===== config.mk =====
export PLATFORM = sky130hd
export DESIGN_NAME = multi_btn_fltr_flat
export DESIGN_NICKNAME = d
export VERILOG_FILES = /design/src/rtl/btn_fltr_pkg.sv /design/src/rtl/multi_btn_fltr_if.sv /design/src/rtl/btn_fltr_ch.sv /design/src/rtl/multi_btn_fltr.sv /design/src/flat_wrapper.sv
export SDC_FILE = /design/constraint.sdc
export NUM_CORES = 1
export LEC_CHECK = 0
export BUFFER_PORTS_ARGS = -buffer_cell sky130_fd_sc_hd__buf_2
export CORE_MARGIN = 4
export CORE_UTILIZATION = 62
export CTS_BUF_LIST = sky130_fd_sc_hd__clkbuf_2
export DETAILED_ROUTE_END_ITERATION = 12
export PLACE_DENSITY = 0.79
export SLEW_MARGIN = 15
export SYNTH_ARGS = -nofsm -noshare
export SYNTH_HDL_FRONTEND = slang
export SYNTH_HIERARCHICAL = 1
export SYNTH_SLANG_ARGS = --single-unit

===== constraint.sdc =====
create_clock -name CLK -period 3.87 [get_ports CLK]
set_input_delay 0.5805 -clock CLK [delete_from_list [all_inputs] [get_ports CLK]]
set_output_delay 0.5805 -clock CLK [all_outputs]
set_load 0.1 [all_outputs]

===== src/rtl/btn_fltr_pkg.sv =====
// Shared defaults for the multi-channel button filter and the widths the
// bench builds its stimulus and reference model from.
// No ports: package only.
package btn_fltr_pkg;

  localparam int unsigned BTN_N_CH       = 4;
  localparam int unsigned BTN_CNTR_WIDTH = 3;
  localparam int unsigned BTN_HOLD_WIDTH = 8;
  localparam int unsigned BTN_LONG_CNT   = 20;
  localparam int unsigned BTN_REP_CNT    = 5;
  localparam int unsigned BTN_REPEAT_EN  = 1;

  typedef logic [BTN_N_CH-1:0] btn_vec_t;

endpackage


===== src/rtl/multi_btn_fltr_if.sv =====
// Bundle of the sampling tick, raw button levels and all filtered outputs.
//   CE          tick that advances filter and hold counters
//   BTN_IN      raw asynchronous button levels, active-high
//   BTN_STATE   debounced level
//   BTN_PRESS   one-cycle pulse per accepted 0->1
//   BTN_RELEASE one-cycle pulse per accepted 1->0
//   BTN_REPEAT  one-cycle long-press / auto-repeat pulse
//   BTN_ANY     OR of BTN_PRESS, aligned with it
// master: drives CE/BTN_IN; slave: the filter.
interface multi_btn_fltr_if
  import btn_fltr_pkg::*;
#(
  parameter int unsigned N_CH = BTN_N_CH
) ();

  logic            CE;
  logic [N_CH-1:0] BTN_IN;
  logic [N_CH-1:0] BTN_STATE;
  logic [N_CH-1:0] BTN_PRESS;
  logic [N_CH-1:0] BTN_RELEASE;
  logic [N_CH-1:0] BTN_REPEAT;
  logic            BTN_ANY;

  modport master (
    output CE, BTN_IN,
    input  BTN_STATE, BTN_PRESS, BTN_RELEASE, BTN_REPEAT, BTN_ANY
  );

  modport slave (
    input  CE, BTN_IN,
    output BTN_STATE, BTN_PRESS, BTN_RELEASE, BTN_REPEAT, BTN_ANY
  );

endinterface


===== src/rtl/btn_fltr_ch.sv =====
// One button channel: two-flop synchronizer, CE-driven debounce counter,
// press/release pulses and a hold counter producing long-press/auto-repeat.
//   i_clk, i_rst  clock, synchronous active-high reset
//   i_ce          sampling tick
//   i_btn         raw button level
//   o_state       debounced level
//   o_press       pulse on accepted 0->1
//   o_release     pulse on accepted 1->0
//   o_repeat      long-press / auto-repeat pulse
//   o_press_nxt   D input of the press register (for the top's BTN_ANY)
module btn_fltr_ch #(
  parameter int unsigned CNTR_WIDTH = 3,
  parameter int unsigned HOLD_WIDTH = 8,
  parameter int unsigned LONG_CNT   = 20,
  parameter int unsigned REP_CNT    = 5,
  parameter int unsigned REPEAT_EN  = 1
) (
  input  logic i_clk,
  input  logic i_rst,
  input  logic i_ce,
  input  logic i_btn,
  output logic o_state,
  output logic o_press,
  output logic o_release,
  output logic o_repeat,
  output logic o_press_nxt
);

  localparam logic [HOLD_WIDTH-1:0] LP_HOLD_LAST = HOLD_WIDTH'(LONG_CNT - 1);
  localparam logic [HOLD_WIDTH-1:0] LP_HOLD_SAT  = HOLD_WIDTH'(LONG_CNT);
  // Auto-repeat rewinds the counter so it reaches LAST again after REP_CNT
  // ticks; single-shot parks it one past LAST where it can never match.
  localparam logic [HOLD_WIDTH-1:0] LP_HOLD_RELOAD =
    (REPEAT_EN != 0) ? HOLD_WIDTH'(LONG_CNT - REP_CNT) : LP_HOLD_SAT;

  logic                  r_d, r_s1, r_stable;
  logic                  r_press, r_release, r_repeat;
  logic [CNTR_WIDTH-1:0] r_cnt;
  logic [HOLD_WIDTH-1:0] r_hold;

  logic w_differ, w_accept, w_rep_hit;

  assign w_differ  = (r_s1 != r_stable);
  assign w_accept  = i_ce & w_differ & (r_cnt == '1);
  // While stable is high, an accept can only be a release; release wins.
  assign w_rep_hit = i_ce & r_stable & ~w_accept & (r_hold == LP_HOLD_LAST);

  always_ff @(posedge i_clk) begin
    if (i_rst) begin
      r_d       <= 1'b0;
      r_s1      <= 1'b0;
      r_stable  <= 1'b0;
      r_cnt     <= '0;
      r_hold    <= '0;
      r_press   <= 1'b0;
      r_release <= 1'b0;
      r_repeat  <= 1'b0;
    end else begin
      r_d  <= i_btn;
      r_s1 <= r_d;

      if (!w_differ) begin
        r_cnt <= '0;
      end else if (w_accept) begin
        r_stable <= r_s1;
        r_cnt    <= '0;
      end else if (i_ce) begin
        r_cnt <= r_cnt + CNTR_WIDTH'(1);
      end

      if (!r_stable || w_accept) begin
        r_hold <= '0;
      end else if (i_ce) begin
        if (r_hold == LP_HOLD_LAST) begin
          r_hold <= LP_HOLD_RELOAD;
        end else if (r_hold != LP_HOLD_SAT) begin
          r_hold <= r_hold + HOLD_WIDTH'(1);
        end
      end

      r_press   <= w_accept & r_s1;
      r_release <= w_accept & ~r_s1;
      r_repeat  <= w_rep_hit;
    end
  end

  assign o_state     = r_stable;
  assign o_press     = r_press;
  assign o_release   = r_release;
  assign o_repeat    = r_repeat;
  assign o_press_nxt = w_accept & r_s1;

endmodule


===== src/rtl/multi_btn_fltr.sv =====
// N_CH independent debounced button channels with press/release pulses,
// long-press / auto-repeat, and a combined BTN_ANY press indicator.
//   CLK  sole clock
//   RST  synchronous active-high reset
//   bus  multi_btn_fltr_if slave: CE, BTN_IN in; filtered outputs out
module multi_btn_fltr
  import btn_fltr_pkg::*;
#(
  parameter int unsigned N_CH       = BTN_N_CH,
  parameter int unsigned CNTR_WIDTH = BTN_CNTR_WIDTH,
  parameter int unsigned HOLD_WIDTH = BTN_HOLD_WIDTH,
  parameter int unsigned LONG_CNT   = BTN_LONG_CNT,
  parameter int unsigned REP_CNT    = BTN_REP_CNT,
  parameter int unsigned REPEAT_EN  = BTN_REPEAT_EN
) (
  input  logic             CLK,
  input  logic             RST,
  multi_btn_fltr_if.slave  bus
);

  logic [N_CH-1:0] w_state, w_press, w_release, w_repeat, w_press_nxt;
  logic            r_any;

  for (genvar g = 0; g < N_CH; g++) begin : g_ch
    btn_fltr_ch #(
      .CNTR_WIDTH (CNTR_WIDTH),
      .HOLD_WIDTH (HOLD_WIDTH),
      .LONG_CNT   (LONG_CNT),
      .REP_CNT    (REP_CNT),
      .REPEAT_EN  (REPEAT_EN)
    ) u_ch (
      .i_clk       (CLK),
      .i_rst       (RST),
      .i_ce        (bus.CE),
      .i_btn       (bus.BTN_IN[g]),
      .o_state     (w_state[g]),
      .o_press     (w_press[g]),
      .o_release   (w_release[g]),
      .o_repeat    (w_repeat[g]),
      .o_press_nxt (w_press_nxt[g])
    );
  end

  // Registered from the press registers' D inputs so it lines up with BTN_PRESS.
  always_ff @(posedge CLK) begin
    if (RST) r_any <= 1'b0;
    else     r_any <= |w_press_nxt;
  end

  assign bus.BTN_STATE   = w_state;
  assign bus.BTN_PRESS   = w_press;
  assign bus.BTN_RELEASE = w_release;
  assign bus.BTN_REPEAT  = w_repeat;
  assign bus.BTN_ANY     = r_any;

endmodule


===== src/flat_wrapper.sv =====
// flat-port wrapper written by rule: the top's interface ports become plain ports
module multi_btn_fltr_flat import btn_fltr_pkg::*;
#(
  parameter int unsigned N_CH       = BTN_N_CH,
  parameter int unsigned CNTR_WIDTH = BTN_CNTR_WIDTH,
  parameter int unsigned HOLD_WIDTH = BTN_HOLD_WIDTH,
  parameter int unsigned LONG_CNT   = BTN_LONG_CNT,
  parameter int unsigned REP_CNT    = BTN_REP_CNT,
  parameter int unsigned REPEAT_EN  = BTN_REPEAT_EN
)
  (CLK, RST, bus_CE, bus_BTN_IN, bus_BTN_STATE, bus_BTN_PRESS, bus_BTN_RELEASE, bus_BTN_REPEAT, bus_BTN_ANY);
  multi_btn_fltr_if #(.N_CH(N_CH)) bus_i ();
  input  logic CLK;
  input  logic RST;
  input wire logic [$bits(bus_i.CE)-1:0] bus_CE;
  input wire logic [$bits(bus_i.BTN_IN)-1:0] bus_BTN_IN;
  output wire logic [$bits(bus_i.BTN_STATE)-1:0] bus_BTN_STATE;
  output wire logic [$bits(bus_i.BTN_PRESS)-1:0] bus_BTN_PRESS;
  output wire logic [$bits(bus_i.BTN_RELEASE)-1:0] bus_BTN_RELEASE;
  output wire logic [$bits(bus_i.BTN_REPEAT)-1:0] bus_BTN_REPEAT;
  output wire logic [$bits(bus_i.BTN_ANY)-1:0] bus_BTN_ANY;
  assign bus_i.CE = bus_CE;
  assign bus_i.BTN_IN = bus_BTN_IN;
  assign bus_BTN_STATE = bus_i.BTN_STATE;
  assign bus_BTN_PRESS = bus_i.BTN_PRESS;
  assign bus_BTN_RELEASE = bus_i.BTN_RELEASE;
  assign bus_BTN_REPEAT = bus_i.BTN_REPEAT;
  assign bus_BTN_ANY = bus_i.BTN_ANY;
  multi_btn_fltr #(.N_CH(N_CH), .CNTR_WIDTH(CNTR_WIDTH), .HOLD_WIDTH(HOLD_WIDTH), .LONG_CNT(LONG_CNT), .REP_CNT(REP_CNT), .REPEAT_EN(REPEAT_EN)) u_core (.CLK(CLK), .RST(RST), .bus(bus_i));
endmodule

# Yosys cells after proc, flatten, opt, wreduce, memory -nomap -nowiden

Index checks and enable logic that the tools add are counted.

Register bits after elaboration: 69
Input port bits: 7
Output and inout port bits: 17

Add/sub/neg operators: 8
Equal/unequal tests: 16
Muxes and demuxes: 8
Bitwise gates (word level): 40
Reductions and logical operators: 29

Operator list:

| operator            | number |
|---|---|
| $mux 8              | 8 |
| $add 8x1->8 const B | 4 |
| $eq 8x5->1 const B  | 4 |
| $ne 8x5->1 const B  | 4 |
| $and 1x1->1         | 28 |
| $reduce_and 2->1    | 8 |
| $add 3x1->3 const B | 4 |
| $eq 3x3->1 const B  | 4 |
| $not 1->1           | 12 |
| $reduce_or 3->1     | 4 |
| $reduce_bool 2->1   | 4 |
| $reduce_or 2->1     | 4 |
| $logic_not 1->1     | 4 |
| $logic_or 1x1->1    | 4 |
| $ne 1x1->1          | 4 |
| $reduce_or 4->1     | 1 |

# Longest topological paths before layout

Gate-level depths: netlist of run 1.

Depth in word-level cells: 6
Mapped depth: 6
Depth with buffers taken out: 6

# By module

Netlist of run 1, hierarchy kept.

By module, submodules not included:

| module         | times used | cells each | area each (sq um) | seq. area each (sq um) |
|---|---|---|---|---|
| btn_fltr_ch    | 4          | 82         | 804.5             | 340.3 |
| multi_btn_fltr | 1          | 3          | 30.0              | 20.0 |

# Worst setup path after synthesis of run 1

No wires, ideal clock.

Kind: reg-to-reg
From: reg u_core.g_ch[0].u_ch.r_stable
To: reg u_core.g_ch[0].u_ch.r_hold[4]
Data arrival time: 2.117 ns
Required time: 3.796 ns
Path slack: 1.678 ns
Stages on the path, launching flop included: 5
Cells stage by stage: dfxtp_1 > nand2b_1 > o21bai_2 > or4_2 > o21ai_0

Word-level cells in the longest chain between the ends: 5
Elaborated cells on any way between the ends: 6

Ends and longest elaborated chain:

| element                            | line              | RTL |
|---|---|---|
| from (decl)                        | btn_fltr_ch.sv:36 | `logic r_d, r_s1, r_stable;` |
| from (signal assigned)             | btn_fltr_ch.sv:65 | `r_stable <= r_s1;` |
| $ne 1x1->1                         | btn_fltr_ch.sv:43 | `assign w_differ = (r_s1 != r_stable);` |
| $and 1x1->1 (2 in a row)           | btn_fltr_ch.sv:44 | `assign w_accept = i_ce & w_differ & (r_cnt == '1);` |
| $logic_or 1x1->1 *                 | btn_fltr_ch.sv:71 | `if (!r_stable \|\| w_accept) begin` |
| $reduce_or 2->1 (no source line) * | n/a               |  |
| to (signal assigned)               | btn_fltr_ch.sv:77 | `r_hold <= r_hold + HOLD_WIDTH'(1);` |
| to (decl)                          | btn_fltr_ch.sv:39 | `logic [HOLD_WIDTH-1:0] r_hold;` |

Mark *: on every way between the ends. The rest lies on a longest branch, timed or not.
A chain may end at the register's enable or synchronous reset.

# Worst setup path after layout of run 1

From: reg u_core.g_ch[2].u_ch.r_stable
To: out bus_BTN_STATE[2]

RTL lines:

| element                | line               | RTL |
|---|---|---|
| from (decl)            | btn_fltr_ch.sv:36  |  |
| from (signal assigned) | btn_fltr_ch.sv:65  |  |
| to (decl)              | flat_wrapper.sv:17 | `output wire logic [$bits(bus_i.BTN_STATE)-1:0] bus_BTN_STATE;` |

No word-level cell between the ends.

==> results of run 1 <==
state kept, by name, summed over array words and instances (netlist names):
name	cells
u_core/g_ch.u_ch/r_s1	4
u_core/g_ch.u_ch/r_hold	32
u_core/g_ch.u_ch/o_state	4
u_core/g_ch.u_ch/o_repeat	4
u_core/g_ch.u_ch/r_d	4
u_core/bus.BTN_ANY	1
u_core/g_ch.u_ch/r_cnt	12
u_core/g_ch.u_ch/o_press	4
u_core/g_ch.u_ch/o_release	4
where the power goes:
group,switching [mW],internal (mW)
logic,0.0228,0.0156
registers,0.00366,0.716
clock network,0.247,0.144
worst paths after layout:
kind | startpoint | endpoint | slack [ns] | cells past startpoint
max | u_core/g_ch[2].u_ch/o_state | bus_BTN_STATE[2] | 1.89 | 1
min | bus_BTN_IN[2] | u_core/g_ch[2].u_ch/r_d | 0.28 | 2
max reg2reg | u_core/g_ch[3].u_ch/r_cnt[0] | u_core/g_ch[3].u_ch/r_hold[4] | 1.98 | 6
min reg2reg | u_core/g_ch[1].u_ch/r_d | u_core/g_ch[1].u_ch/r_s1 | 0.46 | 1
per-layer routing:
layer,wire [um],global-route usage,vias to the layer above,part of all wire
met2,2509,0.2897,47,0.44
met1,2861,0.2640,1147,0.50
met5,0,0,-,0
met3,231,0.05381,10,0.041
met4,96,0.09122,0,0.017
li1,-,-,1256,-
stage by stage:
stage	area (sq um)	power, mW	setup slack, ns	utilization
floorplan	3248	0.7639	1.678	-
global placement	3368	0.7714	1.577	0.6595
detailed placement	3368	0.7727	1.548	0.6595
CTS	3472	1.163	1.830	0.6798
global route	3472	1.207	1.766	0.6798
finish	3472	1.150	1.892	0.6798
placed cells by master, fill, tap and decap left out, drive strengths merged, types with 12 or more instances in the layout:
master and n:
nand2 16, nor2 25, nor3 16, nand3 12
inv 20, a21oi 12, ha 16, and3 12
xor2 12, o21ai 12, or4 12, buf 24
dfxtp 69
logic make-up (layout without fill, tap and decap cells):
| family | Yosys count | count (layout) |
|---|---|---|
| AO/OA/AOI/OAI | 60 | 60 |
| XOR/XNOR | 16 | 16 |
| adder cells (fa/ha/maj) | 16 | 16 |
| buffers and inverters | 28 | 60 |
| flip-flops | 69 | 69 |
| multiplexers | 8 | 8 |
| AND/OR/NAND/NOR | 134 | 134 |
layout make-up:
type / instances / area, sq um
Inverter: 20 / 75.07
Multi-Input combinational cell: 234 / 1702
Timing Repair Buffer: 24 / 122.6
Tap cell: 70 / 87.58
Clock buffer: 10 / 50.05
Clock inverter: 6 / 53.80
Fill cell: 417 / 1635
Sequential cell: 69 / 1381
==> impl_metrics.xml, run 1 <==
<?xml version="1.0" encoding="UTF-8"?>
<metrics>
  <group name="logic_synthesis">
    <metric name="synth_fp_nets" unit="">354</metric>
    <metric name="synth_top_cells_by_area" unit="">sky130_fd_sc_hd__dfxtp_1 43%, sky130_fd_sc_hd__ha_1 6.2%, sky130_fd_sc_hd__o41ai_4 3.4%</metric>
    <metric name="post_synth_inst_count" unit="">331</metric>
    <metric name="yosys.area_share.xor_xnor" unit="">0.04314</metric>
    <metric name="synth_compound_gate_area_share" unit="">0.1525</metric>
    <metric name="synth_cell_types" unit="">32</metric>
    <metric name="most_used_dff_post_synth" unit="">sky130_fd_sc_hd__dfxtp_1</metric>
    <metric name="synth_warnings" unit="">6</metric>
    <metric name="register_area_share_after_synthesis" unit="">0.4253</metric>
    <metric name="yosys.area_share.simple" unit="">0.2419</metric>
    <metric name="post_synth_fa_ha_maj_area_fraction" unit="">0.06163</metric>
    <metric name="ys_seq_elements" unit="">69</metric>
    <metric name="synth-async-reset-ratio" unit="">0</metric>
    <metric name="synthMostInstantiatedCell" unit="">sky130_fd_sc_hd__dfxtp_1</metric>
    <metric name="yosys-mux-area-fraction" unit="">0.02465</metric>
    <metric name="netlist_area" unit="sq um">3248</metric>
    <metric name="synth_top_family_by_area" unit="">simple AND/OR/NAND/NOR gates</metric>
    <metric name="post_synth.cell_area_avg" unit="sq um">9.813</metric>
    <metric name="synth_top_cell_area_share" unit="">0.4253</metric>
    <metric name="synth.cells.most_frequent" unit="">69 x sky130_fd_sc_hd__dfxtp_1, 25 x sky130_fd_sc_hd__nor2_1, 20 x sky130_fd_sc_hd__inv_1</metric>
    <metric name="synthDominantAreaCellType" unit="">sky130_fd_sc_hd__dfxtp_1</metric>
    <metric name="synth_enable_flop_cells" unit="">0</metric>
  </group>
  <group name="clock_tree">
    <metric name="clock_path_buffers" unit="">2</metric>
    <metric name="clk_transition_reported_paths" unit="ns">0.18</metric>
    <metric name="count_of_h_tree_levels_built_during_cts" unit="">3</metric>
    <metric name="tritoncts_clock_tree" unit="">done</metric>
    <metric name="insertion_delay" unit="ns">0.51</metric>
    <metric name="cts.root.buffer_cell" unit="">sky130_fd_sc_hd__clkbuf_2</metric>
    <metric name="cts_resized" unit="">0</metric>
    <metric name="post-cts-setup-buffers" unit="">0</metric>
    <metric name="clock_sinks" unit="">69</metric>
    <metric name="cts_hold_buffers" unit="">0</metric>
    <metric name="cts_made_buffers" unit="">9</metric>
  </group>
  <group name="floorplan">
    <metric name="placementRows" unit="">26</metric>
    <metric name="core" unit="sq um">5107</metric>
    <metric name="die-area" unit="sq um">6461</metric>
    <metric name="floorplan.die.width" unit="um">80.38</metric>
    <metric name="vertical_die_dimension" unit="um">80.38</metric>
    <metric name="ios" unit="">24</metric>
    <metric name="start_util" unit="">0.6360</metric>
  </group>
  <group name="critical_path">
    <metric name="cpLargestDelayFamily" unit="">buffers and inverters</metric>
    <metric name="critPathMaxFanout" unit="">4</metric>
    <metric name="critPathKind" unit="">reg2out</metric>
    <metric name="startpoint_type" unit="">flip-flop</metric>
    <metric name="timing.critical_path.slowest_cell_delay" unit="ns">0.46</metric>
    <metric name="critPathArrivalTime" unit="ns">1.40</metric>
    <metric name="required" unit="ns">3.29</metric>
    <metric name="critical_path.endpoint_type" unit="">primary output</metric>
    <metric name="worst_path_max_delay_cell" unit="">sky130_fd_sc_hd__buf_2</metric>
    <metric name="critical_path.n_buffers_inverters" unit="">1</metric>
    <metric name="critical_path_cell_by_cell" unit="">buf_2</metric>
  </group>
  <group name="detailed_routing">
    <metric name="drt_first_iter_violations" unit="">130</metric>
    <metric name="via_count" unit="">2460</metric>
    <metric name="route.detailed.vias_per_inst" unit="">5.681</metric>
    <metric name="drt-total-wl" unit="um">5698</metric>
    <metric name="drt_drc_violations_left" unit="">0</metric>
    <metric name="post_drt_wl_per_cell" unit="um">13.16</metric>
    <metric name="drt.antenna.violating_nets" unit="">0</metric>
    <metric name="first_pass_iters" unit="">4</metric>
  </group>
  <group name="hold_path">
    <metric name="hold_path_class" unit="">in2reg</metric>
  </group>
  <group name="timing">
    <metric name="finalCritPeriodShare" unit="">0.5110</metric>
    <metric name="setup-violations-final" unit="">0</metric>
    <metric name="max_freq" unit="MHz">505.7</metric>
    <metric name="fin_skew" unit="ns">0.02743</metric>
    <metric name="fin_tns_setup" unit="ns">0</metric>
    <metric name="final-hold-violation-count" unit="">0</metric>
    <metric name="max-slew-margin-rel" unit="">0.4577</metric>
    <metric name="worstMarginPinSlew" unit="ns">0.8135</metric>
    <metric name="slew_viol_final" unit="">0</metric>
    <metric name="fin_worst_hold_slack" unit="ns">0.2789</metric>
    <metric name="finalCriticalPeriod" unit="ns">1.978</metric>
    <metric name="unrepaired_setup_endpoints_after_global_routing" unit="">no</metric>
  </group>
  <group name="power">
    <metric name="vdd_drop_max" unit="V">0.0002061</metric>
    <metric name="power_density" unit="nW/um^2">331.2</metric>
    <metric name="cellLeakagePower" unit="nW">1.384</metric>
  </group>
  <group name="run">
    <metric name="timing.max_cap.violations" unit="">0</metric>
  </group>
  <group name="global_routing">
    <metric name="grt_use_total" unit="">0.1960</metric>
    <metric name="grt_pass1_wl" unit="um">9880</metric>
    <metric name="grt_max_degree" unit="">34</metric>
    <metric name="grt_pass1_vias" unit="">2221</metric>
    <metric name="grt_overflow_total" unit="">0</metric>
    <metric name="number_of_antenna_violations_at_the_first_check_in_global_routing" unit="">0</metric>
  </group>
  <group name="layout">
    <metric name="drive_above_1_share" unit="">0.1901</metric>
    <metric name="finish.cell_count_without_fillers" unit="">433</metric>
    <metric name="antenna_cells" unit="">0</metric>
    <metric name="area_growth" unit="%">6.895</metric>
    <metric name="finish.net_count" unit="">381</metric>
  </group>
  <group name="placed_design">
    <metric name="hpwlAfterDp" unit="um">3920</metric>
    <metric name="place_inst" unit="">417</metric>
    <metric name="io_buffer_count" unit="">23</metric>
    <metric name="finalWeightedCongestion" unit="">0.8513</metric>
  </group>
  <group name="status">
    <metric name="outcome" unit="">completed</metric>
  </group>
</metrics>
No activity file was read; power rests on OpenSTA's default activity.
==> run 2: changes to the inputs <==
- clock period: 3.87 -> 1.91 ns (I/O delays scaled with it)
==> run 2 against run 1 <==
Non-clock buffer count up 23; clock power up 59%; critical path depth up 5; critical endpoint is now u_core/g_ch[2].u_ch/r_hold[4]; first-iteration DRC count down 36%; clock skew down 0.0057 ns; largest cell class unchanged; final cell count up 5.1%; power up 89%; routed wire length up 5.4%; worst setup slack worse by 1.8 ns; cell area up 4.5%; sequential share of layout area down 1.6 points.
==> impl_metrics.xml, run 2 (synthesized netlist as in run 1, its figures left out) <==
<?xml version="1.0" encoding="UTF-8"?>
<metrics>
  <group name="global_routing">
    <metric name="grt_use_total" unit="">0.2089</metric>
    <metric name="grt_pass1_wl" unit="um">10630</metric>
    <metric name="globalRouteMet3Util" unit="">0.05830</metric>
    <metric name="number_of_antenna_violations_at_the_first_check_in_global_routing" unit="">0</metric>
    <metric name="grt_overflow_total" unit="">0</metric>
    <metric name="global_routing_met1_resource_utilization" unit="">0.2701</metric>
    <metric name="grt_pass1_vias" unit="">2430</metric>
    <metric name="grt_max_degree" unit="">28</metric>
    <metric name="met2_usage" unit="">0.3270</metric>
    <metric name="grt_busiest_layer" unit="">met2</metric>
  </group>
  <group name="detailed_routing">
    <metric name="via_count" unit="">2551</metric>
    <metric name="post_drt_wl_per_cell" unit="um">13.20</metric>
    <metric name="drt_drc_violations_left" unit="">0</metric>
    <metric name="drt-total-wl" unit="um">6007</metric>
    <metric name="first_pass_iters" unit="">4</metric>
    <metric name="route.detailed.vias_per_inst" unit="">5.607</metric>
    <metric name="drt_first_iter_violations" unit="">83</metric>
    <metric name="drt.antenna.violating_nets" unit="">0</metric>
  </group>
  <group name="critical_path">
    <metric name="cpLargestDelayFamily" unit="">simple AND/OR/NAND/NOR gates</metric>
    <metric name="critical_path_cell_by_cell" unit="">ha_1 &gt; ha_1 &gt; nand2_2 &gt; o21bai_2 &gt; or4_2 &gt; o21ai_0</metric>
    <metric name="critPathMaxFanout" unit="">6</metric>
    <metric name="startpoint_type" unit="">flip-flop</metric>
    <metric name="critPathKind" unit="">reg2reg</metric>
    <metric name="required" unit="ns">2.31</metric>
    <metric name="timing.critical_path.slowest_cell_delay" unit="ns">0.64</metric>
    <metric name="crit_top_cell" unit="">sky130_fd_sc_hd__ha_1</metric>
    <metric name="timing.rr.end" unit="">u_core/g_ch[2].u_ch/r_hold[4]</metric>
    <metric name="reg2reg_from" unit="">u_core/g_ch[2].u_ch/r_cnt[0]</metric>
    <metric name="critical_path.n_buffers_inverters" unit="">0</metric>
    <metric name="r2r_cells" unit="">6</metric>
    <metric name="worst_path_max_delay_cell" unit="">sky130_fd_sc_hd__or4_2</metric>
    <metric name="critPathArrivalTime" unit="ns">2.20</metric>
    <metric name="r2r_setup_slack" unit="ns">0.11</metric>
    <metric name="critical_path.startpoint" unit="">u_core/g_ch[2].u_ch/r_cnt[0]</metric>
    <metric name="critical_path.endpoint_type" unit="">flip-flop</metric>
  </group>
  <group name="placed_design">
    <metric name="hpwlAfterDp" unit="um">4421</metric>
    <metric name="io_buffer_count" unit="">23</metric>
    <metric name="cell_area_reported_after_detailed_placement" unit="sq um">3523</metric>
    <metric name="finalWeightedCongestion" unit="">0.8825</metric>
    <metric name="place_inst" unit="">437</metric>
  </group>
  <group name="clock_tree">
    <metric name="cts_made_buffers" unit="">9</metric>
    <metric name="tritoncts_clock_tree" unit="">done</metric>
    <metric name="count_of_h_tree_levels_built_during_cts" unit="">3</metric>
    <metric name="clock_sinks" unit="">69</metric>
    <metric name="clock_path_buffers" unit="">2</metric>
    <metric name="insertion_delay" unit="ns">0.47</metric>
    <metric name="clk_transition_reported_paths" unit="ns">0.17</metric>
    <metric name="cts.root.buffer_cell" unit="">sky130_fd_sc_hd__clkbuf_2</metric>
  </group>
  <group name="status">
    <metric name="outcome" unit="">completed</metric>
  </group>
  <group name="layout">
    <metric name="regMostFlops" unit="">u_core/g_ch.u_ch/r_hold</metric>
    <metric name="area_growth" unit="%">11.75</metric>
    <metric name="finish.net_count" unit="">404</metric>
    <metric name="reg.largest.list" unit="">u_core/g_ch.u_ch/r_hold: 32 flops, u_core/g_ch.u_ch/r_cnt: 12 flops</metric>
    <metric name="most_used_cells_in_the_layout_excluding_fill_and_tap_cells" unit="">65 x sky130_fd_sc_hd__dfxtp_1, 25 x sky130_fd_sc_hd__nor2_1, 23 x sky130_fd_sc_hd__buf_2</metric>
    <metric name="flip_flop_count_of_the_largest_register_all_copies_and_words_added" unit="">32</metric>
    <metric name="finish.cell_count_without_fillers" unit="">455</metric>
    <metric name="final_common_cell" unit="">sky130_fd_sc_hd__dfxtp_1</metric>
    <metric name="drive_above_1_share" unit="">0.2442</metric>
    <metric name="post-route-cell-area" unit="sq um">3630</metric>
    <metric name="antenna_cells" unit="">0</metric>
  </group>
  <group name="hold_path">
    <metric name="hold_path_class" unit="">in2reg</metric>
    <metric name="worst_hold_startpoint" unit="">bus_BTN_IN[0]</metric>
    <metric name="min_path_cells" unit="">2</metric>
    <metric name="hold-path-endpoint" unit="">u_core/g_ch[0].u_ch/r_d</metric>
  </group>
  <group name="floorplan">
    <metric name="ios" unit="">24</metric>
    <metric name="floorplan.die.width" unit="um">80.38</metric>
    <metric name="vertical_die_dimension" unit="um">80.38</metric>
    <metric name="core" unit="sq um">5107</metric>
    <metric name="placementRows" unit="">26</metric>
    <metric name="die-area" unit="sq um">6461</metric>
    <metric name="start_util" unit="">0.6360</metric>
  </group>
  <group name="power">
    <metric name="comb_power_share" unit="">0.045</metric>
    <metric name="vdd_drop_max" unit="V">0.0005579</metric>
    <metric name="power_switching" unit="mW">0.5189</metric>
    <metric name="power.internal" unit="mW">1.659</metric>
    <metric name="power_density" unit="nW/um^2">599.9</metric>
    <metric name="pwr-share-seq" unit="">0.669</metric>
    <metric name="cellLeakagePower" unit="nW">1.485</metric>
    <metric name="power.clock.fraction" unit="">0.286</metric>
    <metric name="netSwitchingFraction" unit="">0.2383</metric>
    <metric name="totalPowerFinal" unit="mW">2.177</metric>
  </group>
  <group name="timing">
    <metric name="fin_skew" unit="ns">0.02171</metric>
    <metric name="fin_tns_setup" unit="ns">0</metric>
    <metric name="setup-violations-final" unit="">0</metric>
    <metric name="finalCritPeriodShare" unit="">0.9445</metric>
    <metric name="unrepaired_setup_endpoints_after_global_routing" unit="">no</metric>
    <metric name="max-slew-margin-rel" unit="">0.5326</metric>
    <metric name="worstMarginPinSlew" unit="ns">0.7012</metric>
    <metric name="fin_worst_hold_slack" unit="ns">0.05771</metric>
    <metric name="finalCriticalPeriod" unit="ns">1.804</metric>
    <metric name="final-hold-violation-count" unit="">0</metric>
    <metric name="max_freq" unit="MHz">554.3</metric>
    <metric name="slew_viol_final" unit="">0</metric>
  </group>
  <group name="run">
    <metric name="timing.max_cap.violations" unit="">0</metric>
  </group>
</metrics>
-- run 2: changes by cell type in the layout (fill, tap and decap cells not counted) --
| cell | delta |
|---|---|
| sky130_fd_sc_hd__nand2_2 | +2 |
| sky130_fd_sc_hd__buf_4 | +20 |
| sky130_fd_sc_hd__bufinv_16 | -1 |
| sky130_fd_sc_hd__dfxtp_1 | -4 |
| sky130_fd_sc_hd__clkinvlp_4 | -1 |
| sky130_fd_sc_hd__dlygate4sd3_1 | +3 |
| sky130_fd_sc_hd__dfxtp_2 | +4 |
| sky130_fd_sc_hd__clkbuf_2 | +1 |
| sky130_fd_sc_hd__nand2_1 | -2 |
-- run 2: cell type report --
cell class                 count  area [sq um]
clock inverter                 4         16.27
multi-input combinational    234          1707
inverter                      20         75.07
clock buffer                  11         55.05
fill                         410          1478
timing repair buffer          47         302.8
tap                           70         87.58
sequential                    69          1386
-- run 2: how the worst max path moves through the flow --
stage / end / cells after the start / slack, ns
after floorplan: u_core/g_ch[0].u_ch/r_hold[4] / 4 / 0.07
after global placement: u_core/g_ch[1].u_ch/r_hold[4] / 4 / 0.11
after detailed placement: u_core/g_ch[0].u_ch/r_hold[4] / 4 / 0.09
after CTS: u_core/g_ch[2].u_ch/r_hold[4] / 6 / 0.06
after global routing: u_core/g_ch[0].u_ch/r_hold[1] / 5 / 0.006
final: u_core/g_ch[2].u_ch/r_hold[4] / 6 / 0.11
-- run 2: repair_timing --
| item | in CTS | in global routing |
|---|---|---|
| buffers inserted | 0 | 0 |
| endpoints found under the setup margin | 0 | 2 |
| hold endpoints to repair | 3 | 0 |
| resized for setup | 0 | 2 |
| hold buffers | 3 | 0 |
-- run 2: power by group through the flow --
| stage | Combinational [mW] | Clock [mW] | Sequential [mW] |
|---|---|---|---|
| after floorplan | 0.0617 | 0 | 1.49 |
| after global placement | 0.0898 | 0 | 1.49 |
| after detailed placement | 0.0927 | 0 | 1.49 |
| after CTS | 0.0979 | 0.656 | 1.46 |
| after global routing | 0.108 | 0.716 | 1.46 |
| final | 0.0981 | 0.622 | 1.46 |
-- run 2: through the flow --
stage / util / worst slack [ns]
floorplan: - / 0.06539
global placement: 0.6899 / 0.1134
detailed placement: 0.6899 / 0.08519
CTS: 0.7097 / 0.06093
global route: 0.7107 / 0.006482
finish: 0.7107 / 0.1061
-- run 2: layer usage --
| layer | routed length [um] | vias up |
|---|---|---|
| met1 | 2915 | 1175 |
| met3 | 309 | 6 |
| met2 | 2717 | 57 |
| li1 | - | 1313 |
| met4 | 65 | 0 |
| met5 | 0 | - |
==> run 3: changes to the inputs <==
- CORE_MARGIN: 4 -> 8
==> run 3 against run 2 <==
Sequential cell count unchanged; worst hold slack improved by 0.080 ns; first-iteration DRC count rose by 58%; register-to-register slack about the same; highest routed layer unchanged.
==> impl_metrics.xml, run 3 (synthesized netlist as in run 1, its figures left out) <==
<?xml version="1.0" encoding="UTF-8"?>
<metrics>
  <group name="status">
    <metric name="outcome" unit="">completed</metric>
  </group>
  <group name="global_routing">
    <metric name="grt_pass1_wl" unit="um">11220</metric>
    <metric name="number_of_antenna_violations_at_the_first_check_in_global_routing" unit="">0</metric>
    <metric name="grt_pass1_vias" unit="">2593</metric>
    <metric name="global_routing_met1_resource_utilization" unit="">0.2136</metric>
    <metric name="met2_usage" unit="">0.3028</metric>
    <metric name="grt_busiest_layer" unit="">met2</metric>
    <metric name="globalRouteMet3Util" unit="">0.05942</metric>
    <metric name="grt_use_total" unit="">0.1827</metric>
    <metric name="grt_max_degree" unit="">24</metric>
    <metric name="grt_overflow_total" unit="">0</metric>
  </group>
  <group name="layout">
    <metric name="regMostFlops" unit="">u_core/g_ch.u_ch/r_hold</metric>
    <metric name="finish.net_count" unit="">412</metric>
    <metric name="reg.largest.list" unit="">u_core/g_ch.u_ch/r_hold: 32 flops, u_core/g_ch.u_ch/r_cnt: 12 flops</metric>
    <metric name="most_used_cells_in_the_layout_excluding_fill_and_tap_cells" unit="">65 x sky130_fd_sc_hd__dfxtp_1, 28 x sky130_fd_sc_hd__buf_4, 25 x sky130_fd_sc_hd__nor2_1</metric>
    <metric name="filler_cell_count" unit="">403</metric>
    <metric name="finish.cell_count_without_fillers" unit="">463</metric>
    <metric name="drive_above_1_share" unit="">0.2519</metric>
    <metric name="area_growth" unit="%">13.52</metric>
    <metric name="flip_flop_count_of_the_largest_register_all_copies_and_words_added" unit="">32</metric>
    <metric name="antenna_cells" unit="">0</metric>
    <metric name="final_common_cell" unit="">sky130_fd_sc_hd__dfxtp_1</metric>
  </group>
  <group name="detailed_routing">
    <metric name="drt_first_iter_violations" unit="">131</metric>
    <metric name="drt_drc_violations_left" unit="">0</metric>
    <metric name="route.detailed.vias_per_inst" unit="">5.654</metric>
    <metric name="post_drt_wl_per_cell" unit="um">14.28</metric>
    <metric name="drt.antenna.violating_nets" unit="">0</metric>
    <metric name="via_count" unit="">2618</metric>
    <metric name="first_pass_iters" unit="">4</metric>
    <metric name="drt-total-wl" unit="um">6612</metric>
  </group>
  <group name="floorplan">
    <metric name="placementRows" unit="">26</metric>
    <metric name="vertical_die_dimension" unit="um">88.38</metric>
    <metric name="start_util" unit="">0.6400</metric>
    <metric name="die-area" unit="sq um">7811</metric>
    <metric name="floorplan.die.width" unit="um">88.38</metric>
    <metric name="core" unit="sq um">5075</metric>
    <metric name="ios" unit="">24</metric>
  </group>
  <group name="critical_path">
    <metric name="r2r_setup_slack" unit="ns">0.10</metric>
    <metric name="critPathArrivalTime" unit="ns">2.23</metric>
    <metric name="critical_path_cell_by_cell" unit="">ha_1 &gt; ha_1 &gt; nand2_1 &gt; o21bai_2 &gt; or4_2 &gt; o21ai_0</metric>
    <metric name="required" unit="ns">2.33</metric>
    <metric name="startpoint_type" unit="">flip-flop</metric>
    <metric name="number_of_logic_stages_on_the_critical_path_including_buffering" unit="">6</metric>
    <metric name="crit_top_cell" unit="">sky130_fd_sc_hd__ha_1</metric>
    <metric name="worst_path_max_delay_cell" unit="">sky130_fd_sc_hd__or4_2</metric>
    <metric name="cp-endpoint" unit="">u_core/g_ch[2].u_ch/r_hold[5]</metric>
    <metric name="critical_path.n_buffers_inverters" unit="">0</metric>
    <metric name="critical_path.startpoint" unit="">u_core/g_ch[2].u_ch/r_cnt[0]</metric>
    <metric name="cpLargestDelayFamily" unit="">simple AND/OR/NAND/NOR gates</metric>
    <metric name="timing.critical_path.slowest_cell_delay" unit="ns">0.65</metric>
    <metric name="critPathKind" unit="">reg2reg</metric>
    <metric name="timing.rr.end" unit="">u_core/g_ch[2].u_ch/r_hold[5]</metric>
    <metric name="critPathMaxFanout" unit="">6</metric>
    <metric name="r2r_cells" unit="">6</metric>
    <metric name="reg2reg_from" unit="">u_core/g_ch[2].u_ch/r_cnt[0]</metric>
    <metric name="critical_path.endpoint_type" unit="">flip-flop</metric>
  </group>
  <group name="clock_tree">
    <metric name="tritoncts_clock_tree" unit="">done</metric>
    <metric name="insertion_delay" unit="ns">0.50</metric>
    <metric name="cts_hold_buffers" unit="">4</metric>
    <metric name="clock_sinks" unit="">69</metric>
    <metric name="clk_transition_reported_paths" unit="ns">0.17</metric>
    <metric name="cts.root.buffer_cell" unit="">sky130_fd_sc_hd__clkbuf_2</metric>
    <metric name="cts_made_buffers" unit="">9</metric>
    <metric name="post-cts-setup-buffers" unit="">0</metric>
    <metric name="cts_resized" unit="">0</metric>
    <metric name="clock_path_buffers" unit="">2</metric>
    <metric name="count_of_h_tree_levels_built_during_cts" unit="">3</metric>
  </group>
  <group name="timing">
    <metric name="slew_viol_final" unit="">0</metric>
    <metric name="fin_worst_hold_slack" unit="ns">0.1376</metric>
    <metric name="max_freq" unit="MHz">552.6</metric>
    <metric name="max-slew-margin-rel" unit="">0.6206</metric>
    <metric name="final-hold-violation-count" unit="">0</metric>
    <metric name="worstMarginPinSlew" unit="ns">0.5691</metric>
    <metric name="fin_tns_setup" unit="ns">0</metric>
    <metric name="setup-violations-final" unit="">0</metric>
    <metric name="unrepaired_setup_endpoints_after_global_routing" unit="">no</metric>
    <metric name="finalCritPeriodShare" unit="">0.9474</metric>
    <metric name="finalCriticalPeriod" unit="ns">1.810</metric>
    <metric name="fin_skew" unit="ns">0.01947</metric>
  </group>
  <group name="hold_path">
    <metric name="hold_path_class" unit="">in2reg</metric>
  </group>
  <group name="placed_design">
    <metric name="place_inst" unit="">444</metric>
    <metric name="hpwlAfterDp" unit="um">4946</metric>
    <metric name="finalWeightedCongestion" unit="">0.9009</metric>
    <metric name="io_buffer_count" unit="">23</metric>
  </group>
  <group name="power">
    <metric name="vdd_drop_max" unit="V">0.0004695</metric>
    <metric name="cellLeakagePower" unit="nW">1.521</metric>
    <metric name="power_density" unit="nW/um^2">597.9</metric>
  </group>
  <group name="run">
    <metric name="timing.max_cap.violations" unit="">0</metric>
  </group>
</metrics>
[run 3: cell count changes in the layout (fill, tap and decap cells not counted), sizes merged]
cell	change
buf	+7
dlygate4sd3	+1
[run 3: layout make-up]
type	count	area (sq um)	area share
clock buffer	11	55.05	0.01493
tap	70	87.58	0.02375
sequential	69	1386	0.3760
clock inverter	4	16.27	0.004411
inverter	20	75.07	0.02036
timing repair buffer	55	365.4	0.09908
multi-input combinational	234	1702	0.4615
[run 3: power breakdown]
group          total (mW)  internal (mW)  switching, mW
sequential           1.46           1.45        0.00760
combinational       0.105         0.0518         0.0528
clock               0.642          0.161          0.481
total                2.20           1.66          0.541
[run 3: worst min path at each step]
stage / startpoint / to / slack (ns) / depth (start not counted)
after global routing: RST / u_core/bus.BTN_ANY / 0.08 / 2
after global placement: u_core/g_ch[0].u_ch/r_d / u_core/g_ch[0].u_ch/r_s1 / 0.42 / 1
after CTS: RST / u_core/bus.BTN_ANY / 0.09 / 2
after floorplan: RST / u_core/g_ch[0].u_ch/r_d / 0.36 / 1
final: RST / u_core/bus.BTN_ANY / 0.14 / 2
after detailed placement: u_core/g_ch[3].u_ch/r_d / u_core/g_ch[3].u_ch/r_s1 / 0.44 / 1
[run 3: worst reg2reg max path, stage by stage (launching register included)]
cell and delay, ns:
sky130_fd_sc_hd__dfxtp_1 0.36, sky130_fd_sc_hd__ha_1 0.21, sky130_fd_sc_hd__ha_1 0.21, sky130_fd_sc_hd__nand2_1 0.11
sky130_fd_sc_hd__o21bai_2 0.12, sky130_fd_sc_hd__or4_2 0.65, sky130_fd_sc_hd__o21ai_0 0.09
[run 3: metrics by stage]
stage               setup slack [ns]  power, mW    util  instance area [sq um]
finish                        0.1004      2.205  0.7266                   3687
global route                0.002498      2.305  0.7266                   3687
CTS                          0.09485      2.219  0.7266                   3687
detailed placement            0.1245      1.586  0.7046                   3576
global placement              0.1989      1.582  0.7046                   3576
floorplan                    0.06539      1.548       -                   3253
[run 3: layer usage]
metal	share of wire	wire [um]	vias to the layer above
met5	0	0	-
met4	0.012	82	0
met3	0.054	355	10
met2	0.47	3122	58
met1	0.46	3051	1225
li1	-	-	1325
